--- config.mk ---
export PLATFORM = sky130hd
export DESIGN_NAME = fifo_row_sequencer
export DESIGN_NICKNAME = d
export VERILOG_FILES = /design/src/rtl/fifo_row_sequencer.sv
export SDC_FILE = /design/constraint.sdc
export NUM_CORES = 1
export LEC_CHECK = 0
export BUFFER_PORTS_ARGS = -buffer_cell sky130_fd_sc_hd__buf_4
export CELL_PAD_IN_SITES_DETAIL_PLACEMENT = 1
export CELL_PAD_IN_SITES_GLOBAL_PLACEMENT = 1
export CORE_AREA = 3 3 116 118
export DETAILED_ROUTE_END_ITERATION = 7
export DIE_AREA = 0 0 119 121
export GPL_ROUTABILITY_DRIVEN = 0
export GPL_TIMING_DRIVEN = 0
export PLACE_DENSITY = 0.8
export SLEW_MARGIN = 20
export SYNTH_ARGS = -nofsm -noshare
export SYNTH_HDL_FRONTEND = slang
export SYNTH_SLANG_ARGS = --single-unit
--- constraint.sdc ---
create_clock -name clk -period 3.8 [get_ports clk]
set_clock_uncertainty 0.15 [all_clocks]
set_input_delay 0.19 -clock clk [delete_from_list [all_inputs] [get_ports clk]]
set_output_delay 0.19 -clock clk [all_outputs]
set_load 0.01 [all_outputs]
--- src/rtl/fifo_row_sequencer.sv ---
// -----------------------------------------------------------------------------
// fifo_row_sequencer
//   Row-burst controller for the block FIFO between two convolution stages.
//   Latches a per-layer config, drives the FIFO space/data thresholds, grants
//   producer write bursts when S_Ready promises room and issues consumer read
//   bursts when M_Ready promises data. At end of layer it pulses Next_Reg to
//   flush the FIFO, then pulses done.
//
// Ports
//   clk, rst_n              clock / async active-low reset
//   start                   layer start pulse (ignored while busy)
//   cfg_rows/wr_len/rd_len  layer config, sampled on accepted start
//   S_count, M_count        latched write/read burst lengths to the FIFO
//   S_Ready, M_Ready        FIFO space/data ready (registered in the FIFO)
//   wr_req                  producer granted a row burst
//   wr_valid                producer word strobe
//   fifo_wr_en              FIFO write enable
//   rd_en, rd_valid         FIFO read enable, and dout-valid one cycle later
//   Next_Reg                one-cycle FIFO flush pulse
//   busy, done              layer in progress / one-cycle completion pulse
// -----------------------------------------------------------------------------
module fifo_row_sequencer #(
    parameter int ADDR_BITS = 10,
    parameter int ROW_BITS  = 12
) (
    input  logic                clk,
    input  logic                rst_n,
    input  logic                start,
    input  logic [ROW_BITS-1:0] cfg_rows,
    input  logic [ADDR_BITS:0]  cfg_wr_len,
    input  logic [ADDR_BITS:0]  cfg_rd_len,
    output logic [ADDR_BITS:0]  S_count,
    output logic [ADDR_BITS:0]  M_count,
    input  logic                S_Ready,
    input  logic                M_Ready,
    output logic                wr_req,
    input  logic                wr_valid,
    output logic                fifo_wr_en,
    output logic                rd_en,
    output logic                rd_valid,
    output logic                Next_Reg,
    output logic                busy,
    output logic                done
);

    typedef enum logic [1:0] {IDLE, RUN, FLUSH, DONE} top_e;
    typedef enum logic [2:0] {W_IDLE, W_WAIT, W_BURST, W_SETTLE, W_DONE} wr_e;
    typedef enum logic [2:0] {R_IDLE, R_WAIT, R_BURST, R_SETTLE, R_DONE} rd_e;

    localparam logic [ADDR_BITS:0]  LEN_ONE = 1;
    localparam logic [ROW_BITS-1:0] ROW_ONE = 1;

    top_e                top_q;
    wr_e                 wr_st_q;
    rd_e                 rd_st_q;
    logic [ROW_BITS-1:0] rows_q;
    logic [ADDR_BITS:0]  s_count_q, m_count_q;
    logic                busy_q, done_q, next_reg_q, rd_valid_q;
    logic [ADDR_BITS:0]  wr_cnt_q, rd_cnt_q;
    logic [ROW_BITS-1:0] wr_rows_q, rd_rows_q;
    logic                wr_set_q, rd_set_q;   // second SETTLE cycle marker

    logic accept, cfg_zero, go;

    assign accept   = start && (top_q == IDLE);
    assign cfg_zero = (cfg_rows == '0) || (cfg_wr_len == '0) || (cfg_rd_len == '0);
    // A degenerate config skips the engines entirely and goes straight to flush.
    assign go       = accept && !cfg_zero;

    // ---------------- top FSM ----------------
    always_ff @(posedge clk or negedge rst_n) begin
        if (!rst_n) begin
            top_q      <= IDLE;
            rows_q     <= '0;
            s_count_q  <= '0;
            m_count_q  <= '0;
            busy_q     <= 1'b0;
            done_q     <= 1'b0;
            next_reg_q <= 1'b0;
        end else begin
            case (top_q)
                IDLE: if (accept) begin
                    rows_q    <= cfg_rows;
                    s_count_q <= cfg_wr_len;
                    m_count_q <= cfg_rd_len;
                    busy_q    <= 1'b1;
                    if (cfg_zero) begin
                        top_q      <= FLUSH;
                        next_reg_q <= 1'b1;
                    end else begin
                        top_q <= RUN;
                    end
                end
                RUN: if (wr_st_q == W_DONE && rd_st_q == R_DONE) begin
                    top_q      <= FLUSH;
                    next_reg_q <= 1'b1;
                end
                FLUSH: begin
                    top_q      <= DONE;
                    next_reg_q <= 1'b0;
                    done_q     <= 1'b1;
                end
                default: begin
                    top_q  <= IDLE;
                    done_q <= 1'b0;
                    busy_q <= 1'b0;
                end
            endcase
        end
    end

    // ---------------- write engine ----------------
    always_ff @(posedge clk or negedge rst_n) begin
        if (!rst_n) begin
            wr_st_q   <= W_IDLE;
            wr_cnt_q  <= '0;
            wr_rows_q <= '0;
            wr_set_q  <= 1'b0;
        end else if (go) begin
            wr_st_q   <= W_WAIT;
            wr_cnt_q  <= '0;
            wr_rows_q <= '0;
            wr_set_q  <= 1'b0;
        end else begin
            case (wr_st_q)
                W_WAIT: if (S_Ready) wr_st_q <= W_BURST;
                W_BURST: if (wr_valid) begin
                    if (wr_cnt_q == s_count_q - LEN_ONE) begin
                        wr_cnt_q  <= '0;
                        wr_rows_q <= wr_rows_q + ROW_ONE;
                        wr_st_q   <= W_SETTLE;
                    end else begin
                        wr_cnt_q <= wr_cnt_q + LEN_ONE;
                    end
                end
                // Two cycles so the FIFO's registered S_Ready reflects this burst.
                W_SETTLE: begin
                    wr_set_q <= !wr_set_q;
                    if (wr_set_q)
                        wr_st_q <= (wr_rows_q == rows_q) ? W_DONE : W_WAIT;
                end
                W_DONE: if (top_q != RUN) wr_st_q <= W_IDLE;
                default: wr_st_q <= W_IDLE;
            endcase
        end
    end

    // ---------------- read engine ----------------
    always_ff @(posedge clk or negedge rst_n) begin
        if (!rst_n) begin
            rd_st_q    <= R_IDLE;
            rd_cnt_q   <= '0;
            rd_rows_q  <= '0;
            rd_set_q   <= 1'b0;
            rd_valid_q <= 1'b0;
        end else begin
            rd_valid_q <= (rd_st_q == R_BURST);
            if (go) begin
                rd_st_q   <= R_WAIT;
                rd_cnt_q  <= '0;
                rd_rows_q <= '0;
                rd_set_q  <= 1'b0;
            end else begin
                case (rd_st_q)
                    R_WAIT: if (M_Ready) rd_st_q <= R_BURST;
                    // Data is guaranteed, so the burst has no gaps.
                    R_BURST: begin
                        if (rd_cnt_q == m_count_q - LEN_ONE) begin
                            rd_cnt_q  <= '0;
                            rd_rows_q <= rd_rows_q + ROW_ONE;
                            rd_st_q   <= R_SETTLE;
                        end else begin
                            rd_cnt_q <= rd_cnt_q + LEN_ONE;
                        end
                    end
                    R_SETTLE: begin
                        rd_set_q <= !rd_set_q;
                        if (rd_set_q)
                            rd_st_q <= (rd_rows_q == rows_q) ? R_DONE : R_WAIT;
                    end
                    R_DONE: if (top_q != RUN) rd_st_q <= R_IDLE;
                    default: rd_st_q <= R_IDLE;
                endcase
            end
        end
    end

    assign S_count    = s_count_q;
    assign M_count    = m_count_q;
    assign wr_req     = (wr_st_q == W_BURST);
    assign fifo_wr_en = (wr_st_q == W_BURST) && wr_valid;
    assign rd_en      = (rd_st_q == R_BURST);
    assign rd_valid   = rd_valid_q;
    assign Next_Reg   = next_reg_q;
    assign busy       = busy_q;
    assign done       = done_q;

endmodule

==> flow_metrics.env <==
export IMPL_port_buffers=68
export IMPL_syn_num_nets=648
export IMPL_peakVddDrop_mv=0.372
export IMPL_cts_buffers=9
export IMPL_path_max_fanout=10
export IMPL_fmax_mhz=282
export IMPL_die_w_um=119
export IMPL_yosysTopAreaCell="dfrtp_1"
export IMPL_grt_max_degree=95
export IMPL_grt_pass1_vias=5602
export IMPL_cp_end_kind="register"
export IMPL_synth_top_area_share_pct=41.9
export IMPL_hold_depth=3
export IMPL_wl_per_cell_um=19.7
export IMPL_worstSetupPathType="register to register"
export IMPL_async_flop_share_pct=100
export IMPL_required_ps=3910
export IMPL_cts_root_buffer="clkbuf_16"
export IMPL_clock_latency_ps=350
export IMPL_synth_main_ff_cell="dfrtp_1"
export IMPL_cts_sinks=94
export IMPL_ys_seq_area_share_pct=41.9
export IMPL_power_density_nw_per_um2=677
export IMPL_setup_ws_ps=249
export IMPL_drt_total_wl_mm=17.5
export IMPL_grt_overflow=0
export IMPL_die_height_um=121
export IMPL_relSlewSlack_pct=40.9
export IMPL_timing_rr_end="rd_rows_q[6]"
export IMPL_grt_setup_unrepaired="no"
export IMPL_startpoint="M_count[0]"
export IMPL_pre_cts_slack_ps=269
export IMPL_grt_pass1_wl_mm=28.7
export IMPL_syn_cell_area_sq_um=5620
export IMPL_vias_per_cell=5.77
export IMPL_drive_above_1_share_pct=18.9
export IMPL_synth_cell_types=58
export IMPL_dr_pass1_iters=4
export IMPL_antenna_found_initial=1
export IMPL_synth_most_common_cell="dfrtp_1"
export IMPL_fin_nets=765
export IMPL_final_min_clock_period_ps=3550
export IMPL_track_usage_pct=24.9
export IMPL_cts_resized=0
export IMPL_start_util_pct=44.7
export IMPL_ys_warn_count=0
export IMPL_status="finished, final reports clean"
export IMPL_worstMarginPinSlew_ps=887
export IMPL_syn2layout_area_growth_pct=24.5
export IMPL_vias=5150
export IMPL_final_hold_viol_count=0
export IMPL_worst_setup_path_start_kind="register"
export IMPL_drc=0
export IMPL_synthCells=597
export IMPL_crit_arrival_ps=3660
export IMPL_finalCritPeriodShare_pct=93.4
export IMPL_drt_initial_drc_count=301
export IMPL_cts_htree_levels=3
export IMPL_r2r_slack_ps=250
export IMPL_synth_edf_count=0
export IMPL_hold_path_class="primary input to register"
export IMPL_avgSynthCellArea_sq_um=9.41
export IMPL_min_from="start"
export IMPL_min_to="busy"
export IMPL_place_hpwl_mm=12.2
export IMPL_ios=69
export IMPL_die_area_sq_um=14400
export IMPL_fp_row_count=41
export IMPL_synth_area_top_cells="dfrtp_1 42%, mux2_2 7.0%, xnor2_1 6.5%"
export IMPL_ff2ff_path_depth=10
export IMPL_finalSetupViolations=0
export IMPL_fin_setup_tns_ps=0
export IMPL_drv_slew=0
export IMPL_timing_rr_start="M_count[0]"
export IMPL_cts_clk_slew_worst_paths_ps=70
export IMPL_cts_tree="done"
export IMPL_clockBufferDepth=2
export IMPL_leakagePower_nw=2.86
export IMPL_ys_ff_latch=94
export IMPL_core_sq_um=12600
export IMPL_ant_nets=0
export IMPL_netlist_top_cells_count="94 x dfrtp_1, 57 x nand2_1, 42 x xnor2_1, 39 x a21oi_1"
export IMPL_maxCapViolCount=0
==> layout by cell type, fill, tap and decap left out, types with 23 or more instances in the layout <==
master          n
dlygate4sd3_1  35
dfrtp_1        94
clkbuf_1       23
a21oi_1        39
nand3_1        34
nor2_1         35
nand2_1        57
mux2_2         35
buf_4          70
xnor2_1        42
==> worst max-delay path: stages (launching register included) <==
cell and delay [ps]:
dfrtp_1 460, inv_1 100, ha_1 210, or4b_1 440, buf_2 180, xor2_1 140
a31oi_1 110, a2111oi_2 560, nand4_2 330, or4_1 560, a21oi_1 200
==> flip-flops by register name (all words and copies together), names as in the netlist <==
| signal | count |
|---|---|
| M_count | 11 |
| Next_Reg | 1 |
| S_count | 11 |
| busy | 1 |
| done | 1 |
| rd_cnt_q | 11 |
| rd_rows_q | 12 |
| rd_set_q | 1 |
| rd_st_q | 3 |
| rd_valid | 1 |
| rows_q | 12 |
| top_q | 2 |
| wr_cnt_q | 11 |
| wr_rows_q | 12 |
| wr_set_q | 1 |
| wr_st_q | 3 |
==> kinds of logic (layout without fill, tap and decap cells) <==
family / after synthesis / in the layout / synth area share (%)
simple gates: 238 / 238 / 22.6
other cells: 0 / 1 / 0
xor+xnor: 56 / 56 / 8.73
fa+ha+maj: 11 / 11 / 2.45
compound gates: 114 / 114 / 13.1
flops: 94 / 94 / 41.9
mux: 38 / 38 / 7.55
buf+inv: 46 / 168 / 3.65
==> power by group <==
part | leakage (nW) | switching (mW) | internal (mW)
Clock | 0.126 | 0.394 | 0.462
Combinational | 1.55 | 1.11 | 1.00
Sequential | 1.19 | 0.463 | 1.31
==> per-layer routing <==
| metal | global-route usage (%) | part of all wire, % |
|---|---|---|
| met5 | 0 | 0 |
| met4 | 9.27 | 2.2 |
| met3 | 3.08 | 3.0 |
| met2 | 44.8 | 51 |
| met1 | 30.6 | 43 |
==> worst max path at each step <==
stage | endpoint | depth (start not counted)
detailed placement | wr_cnt_q[6] | 11
finish | rd_rows_q[6] | 10
floorplan | rd_cnt_q[9] | 12
CTS | wr_cnt_q[6] | 11
global placement | wr_cnt_q[3] | 11
global route | wr_rows_q[3] | 11
==> final cells by class <==
type / instances / area, sq um
diodes: 1 / 2.50
inverters: 20 / 75.1
clock inverters: 3 / 20.0
clock buffers: 13 / 250
repair buffers: 106 / 887
flip-flops and latches: 94 / 2350
well taps: 172 / 215
multi-input cells: 457 / 3060
fillers: 1445 / 5580
plain buffers: 26 / 130
==> stage by stage <==
stage	hold WS (ps)	utilization [%]	cells	power (mW)	area, sq um
after detailed placement	196	50.5	837	3.84	6350
after floorplan	-256	-	597	3.05	5620
final	10.1	55.6	892	4.73	6990
after global placement	284	50.5	837	3.71	6340
after global routing	24.9	55.6	892	5.06	6990
after CTS	7.18	55.4	888	4.75	6970
==> what timing repair did <==
action | in CTS | in global routing
endpoints found under the hold margin | 128 | 0
setup buffers | 0 | 3
hold buffers | 35 | 0
endpoints found under the setup margin | 0 | 8
Note: power is estimated with default switching activity, not from simulation.
